**config.mk**
```make
export PLATFORM = sky130hd
export DESIGN_NAME = rv_mc_control_flat
export DESIGN_NICKNAME = d
export VERILOG_FILES = /design/src/rtl/rv_mc_control_if.sv /design/src/rtl/rv_mc_control.sv /design/src/flat_wrapper.sv
export SDC_FILE = /design/constraint.sdc
export NUM_CORES = 1
export LEC_CHECK = 0
export CORE_UTILIZATION = 42
export DETAILED_ROUTE_END_ITERATION = 7
export PLACE_DENSITY = 0.87
export REMOVE_ABC_BUFFERS = 1
export SLEW_MARGIN = 20
export SYNTH_ARGS = -nofsm -noshare
export SYNTH_HDL_FRONTEND = slang
export SYNTH_SLANG_ARGS = --single-unit
```
**constraint.sdc**
```tcl
create_clock -name clk -period 6.8 [get_ports clk]
set_input_delay 1.7 -clock clk [delete_from_list [all_inputs] [get_ports clk]]
set_output_delay 1.7 -clock clk [all_outputs]
set_load 0.03 [all_outputs]
```
**src/rtl/rv_mc_control_if.sv**
```systemverilog
// rv_mc_control_if: bundle between the control sequencer, the IR/ALU flags,
// the instruction/data memory handshakes and the datapath enables.
interface rv_mc_control_if;
    logic [31:0] instr;
    logic        zero;
    logic        lt;
    logic        ltu;
    logic        imem_req;
    logic        imem_ready;
    logic        dmem_req;
    logic        dmem_we;
    logic        dmem_ready;
    logic        ir_we;
    logic        pc_we;
    logic [1:0]  pc_src;
    logic [2:0]  imm_type;
    logic        alu_src_b;
    logic [3:0]  alu_op;
    logic        reg_we;
    logic [1:0]  wb_sel;
    logic        trap;
    logic [2:0]  state_o;

    modport master (
        input  instr, zero, lt, ltu, imem_ready, dmem_ready,
        output imem_req, dmem_req, dmem_we, ir_we, pc_we, pc_src, imm_type,
               alu_src_b, alu_op, reg_we, wb_sel, trap, state_o
    );

    modport slave (
        output instr, zero, lt, ltu, imem_ready, dmem_ready,
        input  imem_req, dmem_req, dmem_we, ir_we, pc_we, pc_src, imm_type,
               alu_src_b, alu_op, reg_we, wb_sel, trap, state_o
    );
endinterface

```
**src/rtl/rv_mc_control.sv**
```systemverilog
// rv_mc_control: multi-cycle FETCH/DECODE/EXEC/MEM/WB sequencer driving the RV32I
// datapath enables, immediate select and memory handshakes, with a memory-wait watchdog.
module rv_mc_control #(
    parameter int WAIT_LIMIT = 16
) (
    input logic             clk,
    input logic             rst_n,
    rv_mc_control_if.master bus
);
    localparam logic [2:0] S_FETCH  = 3'd0;
    localparam logic [2:0] S_DECODE = 3'd1;
    localparam logic [2:0] S_EXEC   = 3'd2;
    localparam logic [2:0] S_MEM    = 3'd3;
    localparam logic [2:0] S_WB     = 3'd4;
    localparam logic [2:0] S_TRAP   = 3'd5;
    localparam logic [6:0] OPC_LOAD   = 7'b0000011;
    localparam logic [6:0] OPC_OPIMM  = 7'b0010011;
    localparam logic [6:0] OPC_JALR   = 7'b1100111;
    localparam logic [6:0] OPC_STORE  = 7'b0100011;
    localparam logic [6:0] OPC_BRANCH = 7'b1100011;
    localparam logic [6:0] OPC_JAL    = 7'b1101111;
    localparam logic [6:0] OPC_LUI    = 7'b0110111;
    localparam logic [6:0] OPC_OP     = 7'b0110011;
    localparam logic [8:0] LIMIT      = 9'(WAIT_LIMIT);

    logic [2:0] r_state;
    logic [2:0] w_next;
    logic [7:0] r_cnt;
    logic [2:0] w_f3;
    logic       w_ld, w_st, w_br, w_jal, w_jalr, w_lui, w_op, w_opi, w_legal;
    logic       w_wait, w_ready, w_timeout, w_taken, w_br_bad;
    logic       w_srcb;
    logic [3:0] w_aluop;
    logic [2:0] w_imm;

    assign w_f3    = bus.instr[14:12];
    assign w_ld    = bus.instr[6:0] == OPC_LOAD;
    assign w_st    = bus.instr[6:0] == OPC_STORE;
    assign w_br    = bus.instr[6:0] == OPC_BRANCH;
    assign w_jal   = bus.instr[6:0] == OPC_JAL;
    assign w_jalr  = bus.instr[6:0] == OPC_JALR;
    assign w_lui   = bus.instr[6:0] == OPC_LUI;
    assign w_op    = bus.instr[6:0] == OPC_OP;
    assign w_opi   = bus.instr[6:0] == OPC_OPIMM;
    assign w_legal = w_ld | w_st | w_br | w_jal | w_jalr | w_lui | w_op | w_opi;

    assign w_imm   = w_st ? 3'd1 : w_br ? 3'd2 : w_jal ? 3'd3 : w_lui ? 3'd4 : 3'd0;
    assign w_srcb  = w_jalr | w_opi | w_ld | w_st;
    // Only shifts use instr[30] as an ALU modifier on the immediate path.
    assign w_aluop = w_br  ? 4'b1000 :
                     w_op  ? {bus.instr[30], w_f3} :
                     w_opi ? {(w_f3 == 3'b101) & bus.instr[30], w_f3} : 4'b0000;

    assign w_br_bad  = w_f3[2:1] == 2'b01;
    assign w_taken   = w_f3[0] ^ (w_f3[2] ? (w_f3[1] ? bus.ltu : bus.lt) : bus.zero);
    assign w_wait    = (r_state == S_FETCH) | (r_state == S_MEM);
    assign w_ready   = (r_state == S_FETCH) ? bus.imem_ready : bus.dmem_ready;
    // A ready on the final allowed cycle wins over the timeout.
    assign w_timeout = w_wait & ~w_ready & (({1'b0, r_cnt} + 9'd1) >= LIMIT);

    always_comb begin
        w_next = S_TRAP;
        case (r_state)
            S_FETCH:  w_next = w_timeout ? S_TRAP : bus.imem_ready ? S_DECODE : S_FETCH;
            S_DECODE: w_next = w_legal ? S_EXEC : S_TRAP;
            S_EXEC:   w_next = w_br ? (w_br_bad ? S_TRAP : S_FETCH) :
                               (w_jal | w_jalr | w_lui) ? S_FETCH :
                               (w_op | w_opi) ? S_WB :
                               (w_ld | w_st) ? S_MEM : S_TRAP;
            S_MEM:    w_next = (~(w_ld | w_st) | w_timeout) ? S_TRAP :
                               ~bus.dmem_ready ? S_MEM : w_st ? S_FETCH : S_WB;
            S_WB:     w_next = S_FETCH;
            default:  w_next = S_TRAP;
        endcase
    end

    always_ff @(posedge clk or negedge rst_n) begin
        if (!rst_n) begin
            r_state <= S_FETCH;
            r_cnt   <= '0;
        end else begin
            r_state <= w_next;
            r_cnt   <= (w_next != r_state) ? 8'd0 : (w_wait & ~w_ready) ? r_cnt + 8'd1 : r_cnt;
        end
    end

    // Outputs are gated by rst_n so nothing leaks out while reset is held.
    always_comb begin
        bus.imem_req  = 1'b0;
        bus.dmem_req  = 1'b0;
        bus.dmem_we   = 1'b0;
        bus.ir_we     = 1'b0;
        bus.pc_we     = 1'b0;
        bus.pc_src    = 2'd0;
        bus.imm_type  = 3'd0;
        bus.alu_src_b = 1'b0;
        bus.alu_op    = 4'd0;
        bus.reg_we    = 1'b0;
        bus.wb_sel    = 2'd0;
        bus.trap      = 1'b0;
        bus.state_o   = r_state;
        if (rst_n) begin
            case (r_state)
                S_FETCH: begin
                    bus.imem_req = 1'b1;
                    bus.ir_we    = bus.imem_ready;
                end
                S_DECODE: bus.imm_type = w_imm;
                S_EXEC: begin
                    bus.imm_type  = w_imm;
                    bus.alu_src_b = w_srcb;
                    bus.alu_op    = w_aluop;
                    if (w_br) begin
                        bus.pc_we  = ~w_br_bad;
                        bus.pc_src = {1'b0, w_taken};
                    end else if (w_jal | w_jalr | w_lui) begin
                        bus.reg_we = 1'b1;
                        bus.wb_sel = w_lui ? 2'd3 : 2'd2;
                        bus.pc_we  = 1'b1;
                        bus.pc_src = w_jal ? 2'd1 : w_jalr ? 2'd2 : 2'd0;
                    end
                end
                S_MEM: begin
                    bus.imm_type  = w_imm;
                    bus.alu_src_b = w_srcb;
                    bus.alu_op    = w_aluop;
                    bus.dmem_req  = 1'b1;
                    bus.dmem_we   = w_st;
                    bus.pc_we     = w_st & bus.dmem_ready;
                end
                S_WB: begin
                    bus.imm_type  = w_imm;
                    bus.alu_src_b = w_srcb;
                    bus.alu_op    = w_aluop;
                    bus.reg_we    = 1'b1;
                    bus.wb_sel    = {1'b0, w_ld};
                    bus.pc_we     = 1'b1;
                end
                S_TRAP: bus.trap = 1'b1;
                default: ;
            endcase
        end
    end
endmodule

```
**src/flat_wrapper.sv**
```systemverilog
// flat-port wrapper written by rule: the top's interface ports become plain ports
module rv_mc_control_flat 
#(
    parameter int WAIT_LIMIT = 16
)
  (clk, rst_n, bus_instr, bus_zero, bus_lt, bus_ltu, bus_imem_ready, bus_dmem_ready, bus_imem_req, bus_dmem_req, bus_dmem_we, bus_ir_we, bus_pc_we, bus_pc_src, bus_imm_type, bus_alu_src_b, bus_alu_op, bus_reg_we, bus_wb_sel, bus_trap, bus_state_o);
  rv_mc_control_if bus_i ();
  input logic clk;
  input logic rst_n;
  input wire logic [$bits(bus_i.instr)-1:0] bus_instr;
  input wire logic [$bits(bus_i.zero)-1:0] bus_zero;
  input wire logic [$bits(bus_i.lt)-1:0] bus_lt;
  input wire logic [$bits(bus_i.ltu)-1:0] bus_ltu;
  input wire logic [$bits(bus_i.imem_ready)-1:0] bus_imem_ready;
  input wire logic [$bits(bus_i.dmem_ready)-1:0] bus_dmem_ready;
  output wire logic [$bits(bus_i.imem_req)-1:0] bus_imem_req;
  output wire logic [$bits(bus_i.dmem_req)-1:0] bus_dmem_req;
  output wire logic [$bits(bus_i.dmem_we)-1:0] bus_dmem_we;
  output wire logic [$bits(bus_i.ir_we)-1:0] bus_ir_we;
  output wire logic [$bits(bus_i.pc_we)-1:0] bus_pc_we;
  output wire logic [$bits(bus_i.pc_src)-1:0] bus_pc_src;
  output wire logic [$bits(bus_i.imm_type)-1:0] bus_imm_type;
  output wire logic [$bits(bus_i.alu_src_b)-1:0] bus_alu_src_b;
  output wire logic [$bits(bus_i.alu_op)-1:0] bus_alu_op;
  output wire logic [$bits(bus_i.reg_we)-1:0] bus_reg_we;
  output wire logic [$bits(bus_i.wb_sel)-1:0] bus_wb_sel;
  output wire logic [$bits(bus_i.trap)-1:0] bus_trap;
  output wire logic [$bits(bus_i.state_o)-1:0] bus_state_o;
  assign bus_i.instr = bus_instr;
  assign bus_i.zero = bus_zero;
  assign bus_i.lt = bus_lt;
  assign bus_i.ltu = bus_ltu;
  assign bus_i.imem_ready = bus_imem_ready;
  assign bus_i.dmem_ready = bus_dmem_ready;
  assign bus_imem_req = bus_i.imem_req;
  assign bus_dmem_req = bus_i.dmem_req;
  assign bus_dmem_we = bus_i.dmem_we;
  assign bus_ir_we = bus_i.ir_we;
  assign bus_pc_we = bus_i.pc_we;
  assign bus_pc_src = bus_i.pc_src;
  assign bus_imm_type = bus_i.imm_type;
  assign bus_alu_src_b = bus_i.alu_src_b;
  assign bus_alu_op = bus_i.alu_op;
  assign bus_reg_we = bus_i.reg_we;
  assign bus_wb_sel = bus_i.wb_sel;
  assign bus_trap = bus_i.trap;
  assign bus_state_o = bus_i.state_o;
  rv_mc_control #(.WAIT_LIMIT(WAIT_LIMIT)) u_core (.clk(clk), .rst_n(rst_n), .bus(bus_i));
endmodule
```
=== Word level (Yosys, flattened, before mapping) ===
Cells that the tools add are included.

* Add/sub/neg operators: 2
* Magnitude comparators: 1
* Equal/unequal tests: 16
* Multiplexer cells: 58
* Bitwise gates (word level): 23
* Reductions and logical operators: 4

{| class="wikitable"
|+ Operators by type and width
! cell !! number
|-
| $mux 3 || 16
|-
| $mux 1 || 22
|-
| $eq 7x6->1 const B || 3
|-
| $eq 7x7->1 const B || 3
|-
| $mux 4 || 5
|-
| $mux 2 || 9
|-
| $mux 8 || 2
|-
| $or 1x1->1 || 15
|-
| $pmux 3 s5 || 1
|-
| $add 8x1->9 const B || 1
|-
| $eq 3x3->1 const B || 3
|-
| $ge 9x5->1 const B || 1
|-
| $add 8x1->8 const B || 1
|-
| $eq 7x2->1 const B || 1
|-
| $eq 7x5->1 const B || 1
|-
| $eq 3x2->1 const B || 2
|-
| $and 1x1->1 || 4
|-
| $pmux 2 s2 || 1
|-
| $reduce_or 4->1 || 1
|-
| $eq 3x1->1 const B || 1
|-
| $logic_not 3->1 || 1
|-
| $ne 3x3->1 || 1
|-
| $not 1->1 || 3
|-
| $pmux 1 s3 || 1
|-
| other kinds (5) || 5
|}

* Register bits after elaboration: 11
* Bits of input ports: 39

=== Depth between registers and ports, before layout ===
* Word-level depth: 12
* Gate-level depth with buffers: 6
* Depth with buffers taken out: 6

=== Worst setup path before layout ===
OpenSTA, ideal clock, no wires.

* Kind: input to output
* Start: input bus_instr[6]
* End: output bus_imm_type[0]
* Arrival: 3.761 ns
* Required time: 5.100 ns
* Setup slack: 1.339 ns
* Stages: 3
* Path through: buf_6 > or3_4 > a2111oi_0

* Cells in the longest elaborated chain, start to end: 6

{| class="wikitable"
|+ RTL lines
! what !! RTL line !! text
|-
| from (decl) || flat_wrapper.sv:10 || <nowiki>input wire logic [$bits(bus_i.instr)-1:0] bus_instr;</nowiki>
|-
| $eq 7x7->1 || rv_mc_control.sv:40 || <nowiki>assign w_jal = bus.instr[6:0] == OPC_JAL;</nowiki>
|-
| $mux 3 (2 in a row) || rv_mc_control.sv:47 || <nowiki>assign w_imm = w_st ? 3'd1 : w_br ? 3'd2 : w_jal ? 3'd3 : w_lui ? 3'd4 : 3'd0;</nowiki>
|-
| $mux 3 (*) || rv_mc_control.sv:47 ||
|-
| $mux 3 (*) || rv_mc_control.sv:103 || <nowiki>case (r_state)</nowiki>
|-
| $mux 3 (*) || rv_mc_control.sv:102 || <nowiki>if (rst_n) begin</nowiki>
|-
| to (decl) || flat_wrapper.sv:22 || <nowiki>output wire logic [$bits(bus_i.imm_type)-1:0] bus_imm_type;</nowiki>
|}

Every way passes the cells marked *; elsewhere a longest branch is shown, timed or not.

=== Worst setup path in the final report ===
* Start: input bus_instr[2]
* End: output bus_alu_op[3]

* Cells in the longest elaborated chain, start to end: 6

{| class="wikitable"
|+ RTL lines
! what !! RTL line !! text
|-
| $eq 7x5->1 || rv_mc_control.sv:44 || <nowiki>assign w_opi = bus.instr[6:0] == OPC_OPIMM;</nowiki>
|-
| $mux 4 || rv_mc_control.sv:52 || <nowiki>w_opi ? {(w_f3 == 3'b101) & bus.instr[30], w_f3} : 4'b0000;</nowiki>
|-
| $mux 4 || rv_mc_control.sv:51 || <nowiki>w_op ? {bus.instr[30], w_f3} :</nowiki>
|-
| $mux 4 (*) || rv_mc_control.sv:50 || <nowiki>assign w_aluop = w_br ? 4'b1000 :</nowiki>
|-
| $mux 4 (*) || rv_mc_control.sv:103 ||
|-
| $mux 4 (*) || rv_mc_control.sv:102 ||
|-
| to (decl) || flat_wrapper.sv:24 || <nowiki>output wire logic [$bits(bus_i.alu_op)-1:0] bus_alu_op;</nowiki>
|}

Marks and branches as above.

==> out/results.md <==
* sum of negative setup slack: 0 ns
* outcome: finished clean
* final cycle utilization of the critical path: 89.0%
* crit end category: output pin
* post-route design area: 1560 um^2
* Pins Over Slew Limit: 0
* GRT Overall Usage: 23.3%
* Post-synth EDFFs: 0
* TritonCTS clock tree: built
* classification of the worst setup path: input pin to output pin
* library cell appearing most often on the critical path: clkdlybuf4s50_1
* number of resized instances in the post-cts repair step: 0
* data required time of the critical path: 5.10 ns
* estimated wirelength of the detail-placed design: 2500 um
* antenna violations before repair: 0
* maximum number of pins on one net before global-route repair: 19
* total instance count after detailed placement: 215
* number of core rows: 18
* Non-Filler Instances: 219
* total setup buffers inserted after CTS: 0
* Critical Path Max Stage Delay: 0.69 ns
* Sink Count: 11
* CP max FO: 12
* height of the die: 54.0 um
* biggest area contributors in the synthesized netlist: dfrtp_1 24%, nor2_1 7.0%, nand2_1 5.6%
* Setup WS pre-CTS: 0.805 ns
* length of the first detailed-routing pass in iterations: 4
* total of fill cells in the finished design: 218
* detailed-route via count: 1,278
* #FFs+latches synth: 11
* worst clock skew: 0.00364 ns
* number of buffers inserted by port buffering: 39
* portion of synthesized cell area occupied by the leading cell type: 24.3%
* tightest slew margin relative to the limit: 35.7%
* Ant. Diodes: 0
* worst setup slack after layout: 0.750 ns
* max-capacitance violation count: 0
* setup slack, reg-to-reg: 4.60 ns
* area occupied by multi-input gates: 801 um^2
* Net count, final: 231
* number of warnings printed during yosys synthesis: 0
* WP data arrival: 4.35 ns
* CTS H-tree depth: 1
* number of setup violations in the final report: 0
* post-detailed-routing wire length: 3110 um
* highest ir drop seen on vdd: 0.267 mV
* post-synthesis cell count: 150
* Area Growth Syn to Fin: 37.6%
* power per unit of standard cell area: 202 nW/um^2
* initial core utilization: 44.9%
* standby leakage power: 0.583 nW
* WL per Instance: 14.2 um
* sum of buffers and inverters on the critical path: 2
* worst path cell trace: clkdlybuf4s50_1 > nor2_1 > nor4b_1 > a32oi_1 > nor2b_1 > clkdlybuf4s50_1
* async set-or-reset flop fraction in the synthesized netlist: 100%
* horizontal extent of the die: 54.0 um
* average size of a mapped cell: 7.56 um^2
* peak clock frequency supported by timing: 165 MHz
* sequential cell area fraction in the yosys report: 24.3%
* Worst path top cell family by delay: buffers and inverters
* type of the worst min-delay path: register to register
* Clock Latency Late Sink: 0.27 ns
* DR vias/cell: 5.84
* Post-DRT Antenna Nets: 0
* clock slew at reported path FFs: 0.07 ns
* DIE AREA: 2910 um^2
* cell area after placement: 1530 um^2
* CTS hold repair buffers: 0
* Finished Core Util: 61.9%
* area leader, netlist: dfrtp_1
* post-synth design cell area: 1130 um^2
* TritonCTS buffer count: 3
* Commonest cells post-synth: 21 x nor2_1, 17 x nand2_1, 11 x dfrtp_1, 8 x nand3_1
* sort of element at the start of the critical path: input pin
* unrepaired setup endpoints after global routing: no
* Hold Vio Cnt, Final: 0
* GR Overflow Total: 0
* Iteration-0 DRC Markers: 39
* total core area: 2520 um^2
* remaining routing DRC violations: 0
* post-synthesis cell type count: 48
* count leader, synth: nor2_1
* Tightest Pin Transition: 0.958 ns
* Clock Tree Root: clkbuf_4
* maximum buffer depth of the clock tree: 2
* Critical Path Slowest Stage Cell: nor4b_1
* global-route wire length before repair: 4970 um
* RePlAce Congestion: 0.892
* fraction of final layout cells sized beyond drive strength 1: 7.41%
* Primary FF master, synth: dfrtp_1
* number of global-route vias before repair: 1,121
* shortest period the worst path allows: 6.05 ns
* count of pins on the block boundary: 61
* flip-flop and latch area: 275 um^2
==> per-layer routing <==
| metal | vias up | global-route usage, % | share of wire (%) |
|---|---|---|---|
| li1 | 628 | - | - |
| met1 | 607 | 32.3 | 45 |
| met2 | 43 | 38.1 | 50 |
| met3 | 0 | 3.95 | 4.5 |
| met4 | 0 | 3.95 | 0 |
| met5 | - | 0 | 0 |
==> layout make-up <==
cell class	count	share of cell area [%]
inverters	6	1.44
multi-input cells	128	51.3
clock buffers	4	1.68
flip-flops and latches	11	17.6
well taps	30	2.41
repair buffers	40	25.5
==> report_power, final <==
| part | switching, mW | internal [mW] | leakage [nW] |
|---|---|---|---|
| logic | 0.0998 | 0.0717 | 0.419 |
| clock network | 0.0205 | 0.0227 | 0.0150 |
| registers | 0.0274 | 0.0738 | 0.149 |
| total | 0.148 | 0.168 | 0.583 |
==> tightest hold or removal path, cell delays in order, from the launching register on <==
cell     delay (ns)
dfrtp_1        0.37
xnor2_1        0.12
nor2_1         0.04
==> registers in the layout (all words and copies together) (netlist names) <==
name                count
u_core.r_cnt            8
u_core.bus.state_o      3
==> through the flow <==
stage               hold slack (ns)  power (mW)
finish                        0.555       0.316
global route                  0.580       0.339
CTS                           0.561       0.317
detailed placement            0.552       0.272
global placement              0.529       0.265
floorplan                     0.510       0.202
==> cells by family (layout without fill, tap and decap cells) <==
logic type	Yosys count	in the layout	synth area share, %
mux	1	1	0.883
simple gates	86	86	40.2
buf+inv	11	50	5.08
fa+ha+maj	2	2	2.21
xor+xnor	8	8	6.18
compound gates	31	31	21.2
flops	11	11	24.3
==> cells in the final DEF (no fill, tap or decap), drive strengths merged, types with 3 or more instances in the layout <==
cell type / instances
clkdlybuf4s50: 39
nor2: 21
nand2: 18
dfrtp: 11
nand3: 8
and3: 7
a21oi: 7
nor3: 6
inv: 6
nor2b: 6
xnor2: 6
o21ai: 5
a211oi: 4
clkbuf: 4
and2: 3
or3: 3
==> path summary, 6_finish.rpt <==
| path | start | endpoint | depth (start not counted) |
|---|---|---|---|
| setup / recovery | bus_instr[2] | bus_alu_op[3] | 6 |
| setup reg to reg | u_core.r_cnt[0] | u_core.r_cnt[2] | 6 |
| hold reg to reg | u_core.r_cnt[7] | u_core.r_cnt[7] | 2 |
| hold / removal | u_core.r_cnt[7] | u_core.r_cnt[7] | 2 |
| max in group asynchronous | rst_n | u_core.bus.state_o[2] | 2 |
| min in group asynchronous | rst_n | u_core.r_cnt[5] | 2 |
(Power assumes the default switching activity.)
